--- config.mk ---
export PLATFORM = sky130hd
export DESIGN_NAME = vu_level_meter
export DESIGN_NICKNAME = d
export VERILOG_FILES = /design/src/rtl/vu_pkg.sv /design/src/rtl/vu_abs_sat.sv /design/src/rtl/vu_level_meter.sv
export SDC_FILE = /design/constraint.sdc
export NUM_CORES = 1
export LEC_CHECK = 0
export ABC_AREA = 1
export CAP_MARGIN = 20
export CORE_MARGIN = 5
export CORE_UTILIZATION = 56
export CTS_CLUSTER_SIZE = 20
export DETAILED_ROUTE_END_ITERATION = 12
export GPL_TIMING_DRIVEN = 0
export PLACE_DENSITY_LB_ADDON = 0.08
export SETUP_SLACK_MARGIN = 0.3
export SYNTH_ARGS = -nofsm -noshare
export SYNTH_HDL_FRONTEND = slang
export SYNTH_SLANG_ARGS = --single-unit
--- constraint.sdc ---
create_clock -name pixel_clock -period 3.9 [get_ports pixel_clock]
set_input_delay 0.78 -clock pixel_clock [delete_from_list [all_inputs] [get_ports pixel_clock]]
set_output_delay 0.78 -clock pixel_clock [all_outputs]
set_load 0.1 [all_outputs]
--- src/rtl/vu_pkg.sv ---
// Shared definitions for the VU level meter and the VGA bar-drawing stage.
// Latency: n/a (package only).
// Backpressure: n/a (package only).
package vu_pkg;

    // Default sample and bar widths, shared with the bar-drawing stage.
    localparam int VU_S_WIDTH = 12;
    localparam int VU_L_WIDTH = 4;

    // Meter FSM: accumulate a window maximum, then spend one cycle updating.
    typedef enum logic {
        ST_ACCUM  = 1'b0,
        ST_UPDATE = 1'b1
    } vu_state_e;

endpackage : vu_pkg

--- src/rtl/vu_abs_sat.sv ---
// Saturating magnitude of a signed two's-complement sample.
// Latency: combinational, 0 cycles.
// Backpressure: none; pure function of the input.
//
// Ports:
//   i_sample : signed sample, S_WIDTH bits
//   o_mag    : |i_sample| as S_WIDTH-1 unsigned bits; the most negative
//              value saturates to all ones
module vu_abs_sat #(
    parameter int S_WIDTH = vu_pkg::VU_S_WIDTH
) (
    input  logic [S_WIDTH-1:0] i_sample,
    output logic [S_WIDTH-2:0] o_mag
);

    logic              w_sign;
    logic              w_is_min;
    logic [S_WIDTH-2:0] w_low;
    logic [S_WIDTH-2:0] w_neg;

    assign w_sign   = i_sample[S_WIDTH-1];
    assign w_low    = i_sample[S_WIDTH-2:0];
    // For a negative sample -2^(n-1) + low, the magnitude is 2^(n-1) - low,
    // which is just the (n-1)-bit negation of low whenever low is non-zero.
    assign w_neg    = (~w_low) + (S_WIDTH-1)'(1);
    // low == 0 with the sign set is the most negative value: it has no
    // representable magnitude, so clamp to full scale.
    assign w_is_min = w_sign && (w_low == '0);

    always_comb begin
        if (w_is_min) begin
            o_mag = '1;
        end else if (w_sign) begin
            o_mag = w_neg;
        end else begin
            o_mag = w_low;
        end
    end

endmodule : vu_abs_sat

--- src/rtl/vu_level_meter.sv ---
// VU level meter: per-frame window peak -> decaying bar level + peak-hold marker.
// Latency: level/peak/level_valid appear 2 cycles after the frame_start that closes a window.
// Backpressure: sample_ready drops for the single UPDATE cycle and during reset.
//
// Ports:
//   pixel_clock  : sole clock
//   reset        : synchronous active-low reset
//   sample       : signed audio sample, S_WIDTH bits
//   sample_valid : sample offered
//   sample_ready : sample accepted when valid && ready
//   frame_start  : one-cycle pulse at start of vertical blanking
//   level        : current bar height
//   peak         : peak-hold marker height
//   level_valid  : one-cycle pulse when level/peak update
module vu_level_meter
    import vu_pkg::*;
#(
    parameter int S_WIDTH      = VU_S_WIDTH,
    parameter int L_WIDTH      = VU_L_WIDTH,
    parameter int HOLD_FRAMES  = 30,
    parameter int DECAY_FRAMES = 2
) (
    input  logic               pixel_clock,
    input  logic               reset,
    input  logic [S_WIDTH-1:0] sample,
    input  logic               sample_valid,
    output logic               sample_ready,
    input  logic               frame_start,
    output logic [L_WIDTH-1:0] level,
    output logic [L_WIDTH-1:0] peak,
    output logic               level_valid
);

    // Counter widths sized so the load value always fits (never zero width).
    localparam int HW = $clog2(HOLD_FRAMES + 2);
    localparam int DW = $clog2(DECAY_FRAMES + 1);
    localparam logic [HW-1:0] HOLD_LOAD = HW'(HOLD_FRAMES);
    localparam logic [DW-1:0] DECAY_LAST = DW'(DECAY_FRAMES - 1);

    vu_state_e          r_state;
    logic [S_WIDTH-2:0] r_win_max;
    logic [L_WIDTH-1:0] r_level;
    logic [L_WIDTH-1:0] r_peak;
    logic [HW-1:0]      r_hold_cnt;
    logic [DW-1:0]      r_decay_cnt;
    logic               r_level_valid;

    logic [S_WIDTH-2:0] w_mag;
    logic               w_accept;
    logic [L_WIDTH-1:0] w_raw;
    logic [L_WIDTH-1:0] w_level_next;
    logic [L_WIDTH-1:0] w_peak_next;
    logic [HW-1:0]      w_hold_next;
    logic [DW-1:0]      w_decay_next;

    vu_abs_sat #(
        .S_WIDTH (S_WIDTH)
    ) u_abs_sat (
        .i_sample (sample),
        .o_mag    (w_mag)
    );

    // Ready is gated by reset directly so it reads 0 in every reset cycle
    // and 1 in the very first cycle after reset is released.
    assign sample_ready = reset && (r_state == ST_ACCUM);
    assign w_accept     = sample_valid && sample_ready;

    // Top L_WIDTH bits of the window magnitude form the raw bar height.
    assign w_raw = r_win_max[S_WIDTH-2 -: L_WIDTH];

    // Bar level: jump up immediately, fall one step every DECAY_FRAMES frames.
    always_comb begin
        w_level_next = r_level;
        w_decay_next = r_decay_cnt;
        if (w_raw >= r_level) begin
            w_level_next = w_raw;
            w_decay_next = '0;
        end else if (r_decay_cnt >= DECAY_LAST) begin
            w_level_next = (r_level == '0) ? '0 : r_level - L_WIDTH'(1);
            w_decay_next = '0;
        end else begin
            w_decay_next = r_decay_cnt + DW'(1);
        end
    end

    // Peak marker: capture and hold, then fall one step per frame, never
    // below the new bar level.
    always_comb begin
        w_peak_next = r_peak;
        w_hold_next = r_hold_cnt;
        if (w_level_next >= r_peak) begin
            w_peak_next = w_level_next;
            w_hold_next = HOLD_LOAD;
        end else if (r_hold_cnt != '0) begin
            w_hold_next = r_hold_cnt - HW'(1);
        end else begin
            w_peak_next = (r_peak == '0) ? '0 : r_peak - L_WIDTH'(1);
            if (w_peak_next < w_level_next) begin
                w_peak_next = w_level_next;
            end
        end
    end

    always_ff @(posedge pixel_clock) begin
        if (!reset) begin
            r_state       <= ST_ACCUM;
            r_win_max     <= '0;
            r_level       <= '0;
            r_peak        <= '0;
            r_hold_cnt    <= '0;
            r_decay_cnt   <= '0;
            r_level_valid <= 1'b0;
        end else begin
            r_level_valid <= 1'b0;
            case (r_state)
                ST_ACCUM: begin
                    // A sample accepted alongside frame_start still lands
                    // in the window being closed.
                    if (w_accept && (w_mag > r_win_max)) begin
                        r_win_max <= w_mag;
                    end
                    if (frame_start) begin
                        r_state <= ST_UPDATE;
                    end
                end
                ST_UPDATE: begin
                    // frame_start is deliberately ignored here.
                    r_win_max     <= '0;
                    r_level       <= w_level_next;
                    r_peak        <= w_peak_next;
                    r_hold_cnt    <= w_hold_next;
                    r_decay_cnt   <= w_decay_next;
                    r_level_valid <= 1'b1;
                    r_state       <= ST_ACCUM;
                end
                default: begin
                    r_state <= ST_ACCUM;
                end
            endcase
        end
    end

    assign level       = r_level;
    assign peak        = r_peak;
    assign level_valid = r_level_valid;

endmodule : vu_level_meter

==> impl_summary.log <==
[metrics] run status: completed
[metrics] Diodes inserted: 0
[metrics] normalized max-slew margin: 0.355
[metrics] total of endpoints with negative setup slack in the final report: 0
[metrics] layout cell share with drive strength beyond 1: 0.0641
[metrics] area share of fa/ha/maj cells after synthesis: 0.156
[metrics] total number of nets in the final design: 387
[metrics] fraction of the mapped netlist area in simple logic gates: 0.258
[metrics] IO buf count: 25
[metrics] Die W: 72.2 µm
[metrics] residual overflow from global routing: 0
[metrics] final hold violation count: 0
[metrics] first-iteration detailed-routing DRC count: 69
[metrics] Post-Syn Nets: 357
[metrics] pin slew with the least headroom to its limit: 965 ps
[metrics] count of fill cells added during filler insertion: 354
[metrics] buffer cell driving the clock tree root: clkbuf_8
[metrics] initial antenna violation count: 0
[metrics] number of clock buffers inserted by TritonCTS: 3
[metrics] CTS clk-pin slew, worst paths: 90 ps
[metrics] leakage: 1.23 nW
[metrics] filler-free cell count of the finished design: 391
[metrics] required time of the critical path: 3120 ps
[metrics] Max IR drop VDD: 0.000270 V
[metrics] number of buffers added for setup after CTS: 0
[metrics] total number of yosys warnings: 0
[metrics] final RePlAce weighted congestion: 0.837
[metrics] synthesized area: 2170 µm²
[metrics] chip height: 72.2 µm
[metrics] Worst-Skew Late Latency: 280 ps
[metrics] Cells after Synth: 314
[metrics] area fraction in compound gates after synthesis: 0.177
[metrics] routed wire length: 4.26 mm
[metrics] post-synthesis to final-layout area growth: 17.2%
[metrics] pin count of the biggest net entering global routing: 16
[metrics] post-DR wirelength/cell: 10.9 µm
[metrics] clock period minus worst slack: 3410 ps
[metrics] class of the tightest hold or removal check: register to register
[metrics] final worst path period share: 0.876
[metrics] global-route wire length before repair: 7.71 mm
[metrics] area of all sequential standard cells: 561 µm²
[metrics] count of antenna-violating nets left after detailed routing: 0
[metrics] Critical Path AT: 2630 ps
[metrics] footprint of the multi-input gates: 1370 µm²
[metrics] met3 track demand over resource in global routing: 0.0222
[metrics] critical path fanouts, max: 10
[metrics] average via count per standard cell: 5.21
[metrics] met2 usage: 0.313
[metrics] DR vias: 2038
[metrics] starting density of the core: 0.583
[metrics] max-slew violations: 0
[metrics] CTS tree: yes
[metrics] DRC: 0
[metrics] Top-Level Pins: 26
[metrics] CTS H-tree lvls: 1
[metrics] Seq cells post-synth: 28
[metrics] maximum clock rate: 293 MHz
[metrics] setup_tns: 0 ps
[metrics] Cells after DPL: 387
[metrics] most utilized layer in the global route result: met2
[metrics] multiplexer fraction of the synthesized cell area: 0
[metrics] first-pass iteration count of the detailed router: 5
[metrics] largest family of logic cells by synthesized area: simple AND/OR/NAND/NOR gates
[metrics] type of the setup path with the least slack: input pin to primary output
[metrics] synthesized area per cell: 6.90 µm²
[metrics] number of placement rows: 22
[metrics] full die area: 5210 µm²
[metrics] number of global-route vias before repair: 1857
[metrics] Unique masters post-synth: 33
[metrics] HPWL after DPL: 3.52 mm
[metrics] share of the synthesized netlist area taken by xor and xnor gates: 0.0404
[metrics] Worst setup EP type: primary output
[metrics] sequential-to-total area share from yosys stat: 0.259
[metrics] Max Cap Violations: 0
[metrics] met1 usage in global routing: 0.223
[metrics] Clock Skews: 2.29 ps
[metrics] CTS max path bufs: 2
[metrics] setup repair after global routing missed its margin: no
[metrics] crit path launch type: input pin
[metrics] GRT Resource Usage Total: 0.178
[metrics] core box area: 3720 µm²
[metrics] hold slack final: 462 ps
[metrics] CTS sink cnt: 28
[metrics] pwr/cell area: 541 nW/µm²
cells in the final DEF, fill, tap and decap left out, types with 2 or more instances in the layout:
master and n:
inv_2 2, clkdlybuf4s50_1 24, nor2_1 19, nor3_1 2
nand3_2 3, inv_1 57, clkbuf_8 4, dfxtp_1 28
o22ai_1 3, o21ai_0 18, ha_1 27, nand4_1 5
o21ai_1 9, clkbuf_1 2, nand3_1 16, nand2_2 2
nand2_1 66, a31oi_1 2, a21oi_1 24, xor2_1 10
o31ai_1 4
cells in the mapped netlist:
library cell / count / area share
clkbuf_1: 2 / 0.0035
nor4_4: 1 / 0.0098
or2_4: 1 / 0.0040
o21ai_0: 19 / 0.044
nor3_1: 2 / 0.0046
xor2_1: 10 / 0.040
buf_2: 2 / 0.0046
o31ai_1: 4 / 0.014
o21bai_1: 1 / 0.0035
nand3_4: 1 / 0.0081
o21ai_1: 8 / 0.018
o22ai_1: 3 / 0.0087
nor2_8: 1 / 0.0092
nand2_2: 2 / 0.0058
inv_1: 57 / 0.099
nand2_1: 66 / 0.11
nand3_2: 2 / 0.0092
dfxtp_1: 28 / 0.26
o21ai_2: 1 / 0.0040
nand3_1: 17 / 0.039
a21oi_2: 1 / 0.0040
ha_1: 27 / 0.16
or2_0: 1 / 0.0029
inv_2: 2 / 0.0035
nand4_1: 5 / 0.014
a211oi_2: 1 / 0.0058
a21oi_1: 24 / 0.055
nor2_1: 19 / 0.033
o211ai_2: 1 / 0.0058
a31oi_1: 2 / 0.0058
or2_2: 1 / 0.0029
o2111ai_1: 1 / 0.0040
o21a_1: 1 / 0.0035
per-layer routing:
layer | wire, µm | vias to the layer above
li1 | - | 1090
met1 | 2030 | 893
met2 | 1970 | 48
met3 | 180 | 7
met4 | 77 | 0
met5 | 0 | -
critical path, stage by stage:
cell	delay, ps
clkdlybuf4s50_1	570
inv_1	200
nor2_8	200
dlygate4sd2_1	880
metrics by stage:
| stage | instance area (µm²) | total power [mW] | setup WS, ps | utilization |
|---|---|---|---|---|
| finish | 2540 | 1.37 | 485 | 0.683 |
| global placement | 2480 | 1.18 | 219 | 0.666 |
| global route | 2540 | 1.52 | 340 | 0.683 |
| floorplan | 2170 | 1.02 | 372 | - |
| detailed placement | 2480 | 1.20 | 216 | 0.666 |
| CTS | 2530 | 1.38 | 492 | 0.681 |
registers in the layout, summed over array words and instances (netlist names):
signal / count
r_win_max: 11
r_decay_cnt: 2
level: 4
level_valid: 1
peak: 4
r_hold_cnt: 5
r_state: 1
logic make-up (layout without fill, tap and decap cells):
kind of cell,count (synthesis),count (layout)
adders and majority gates,27,27
buffers and inverters,63,92
and+or+nand+nor,119,119
DFF,28,28
xor gates and xnor gates,10,10
AOI/OAI and AO/OA,67,67
final timing paths:
kind | slack [ps] | from | endpoint | cells after the start
worst max-delay path | 490 | reset | sample_ready | 4
worst min-delay path | 460 | r_win_max[4] | r_win_max[4] | 2
worst max register to register | 700 | level[3] | peak[3] | 17
worst min register to register | 460 | r_win_max[4] | r_win_max[4] | 2
power breakdown:
part	leakage, nW	switching (mW)	total, mW	internal (mW)
clock	0.0288	0.0914	0.182	0.0906
sequential	0.229	0.0353	0.372	0.336
combinational	0.976	0.546	0.819	0.273
timing repair:
item | CTS | global route
hold buffers | 0 | 0
gates resized for setup | 1 | 3
endpoints found under the setup margin | 1 | 9
layout make-up:
cell class,count,share of cell area
plain buffers,4,0.00789
inverters,59,0.0873
multi-input cells,223,0.540
flip-flops and latches,28,0.221
repair buffers,25,0.0981
clock buffers,4,0.0217
well taps,48,0.0237
Power figures use the tool's default switching activity.
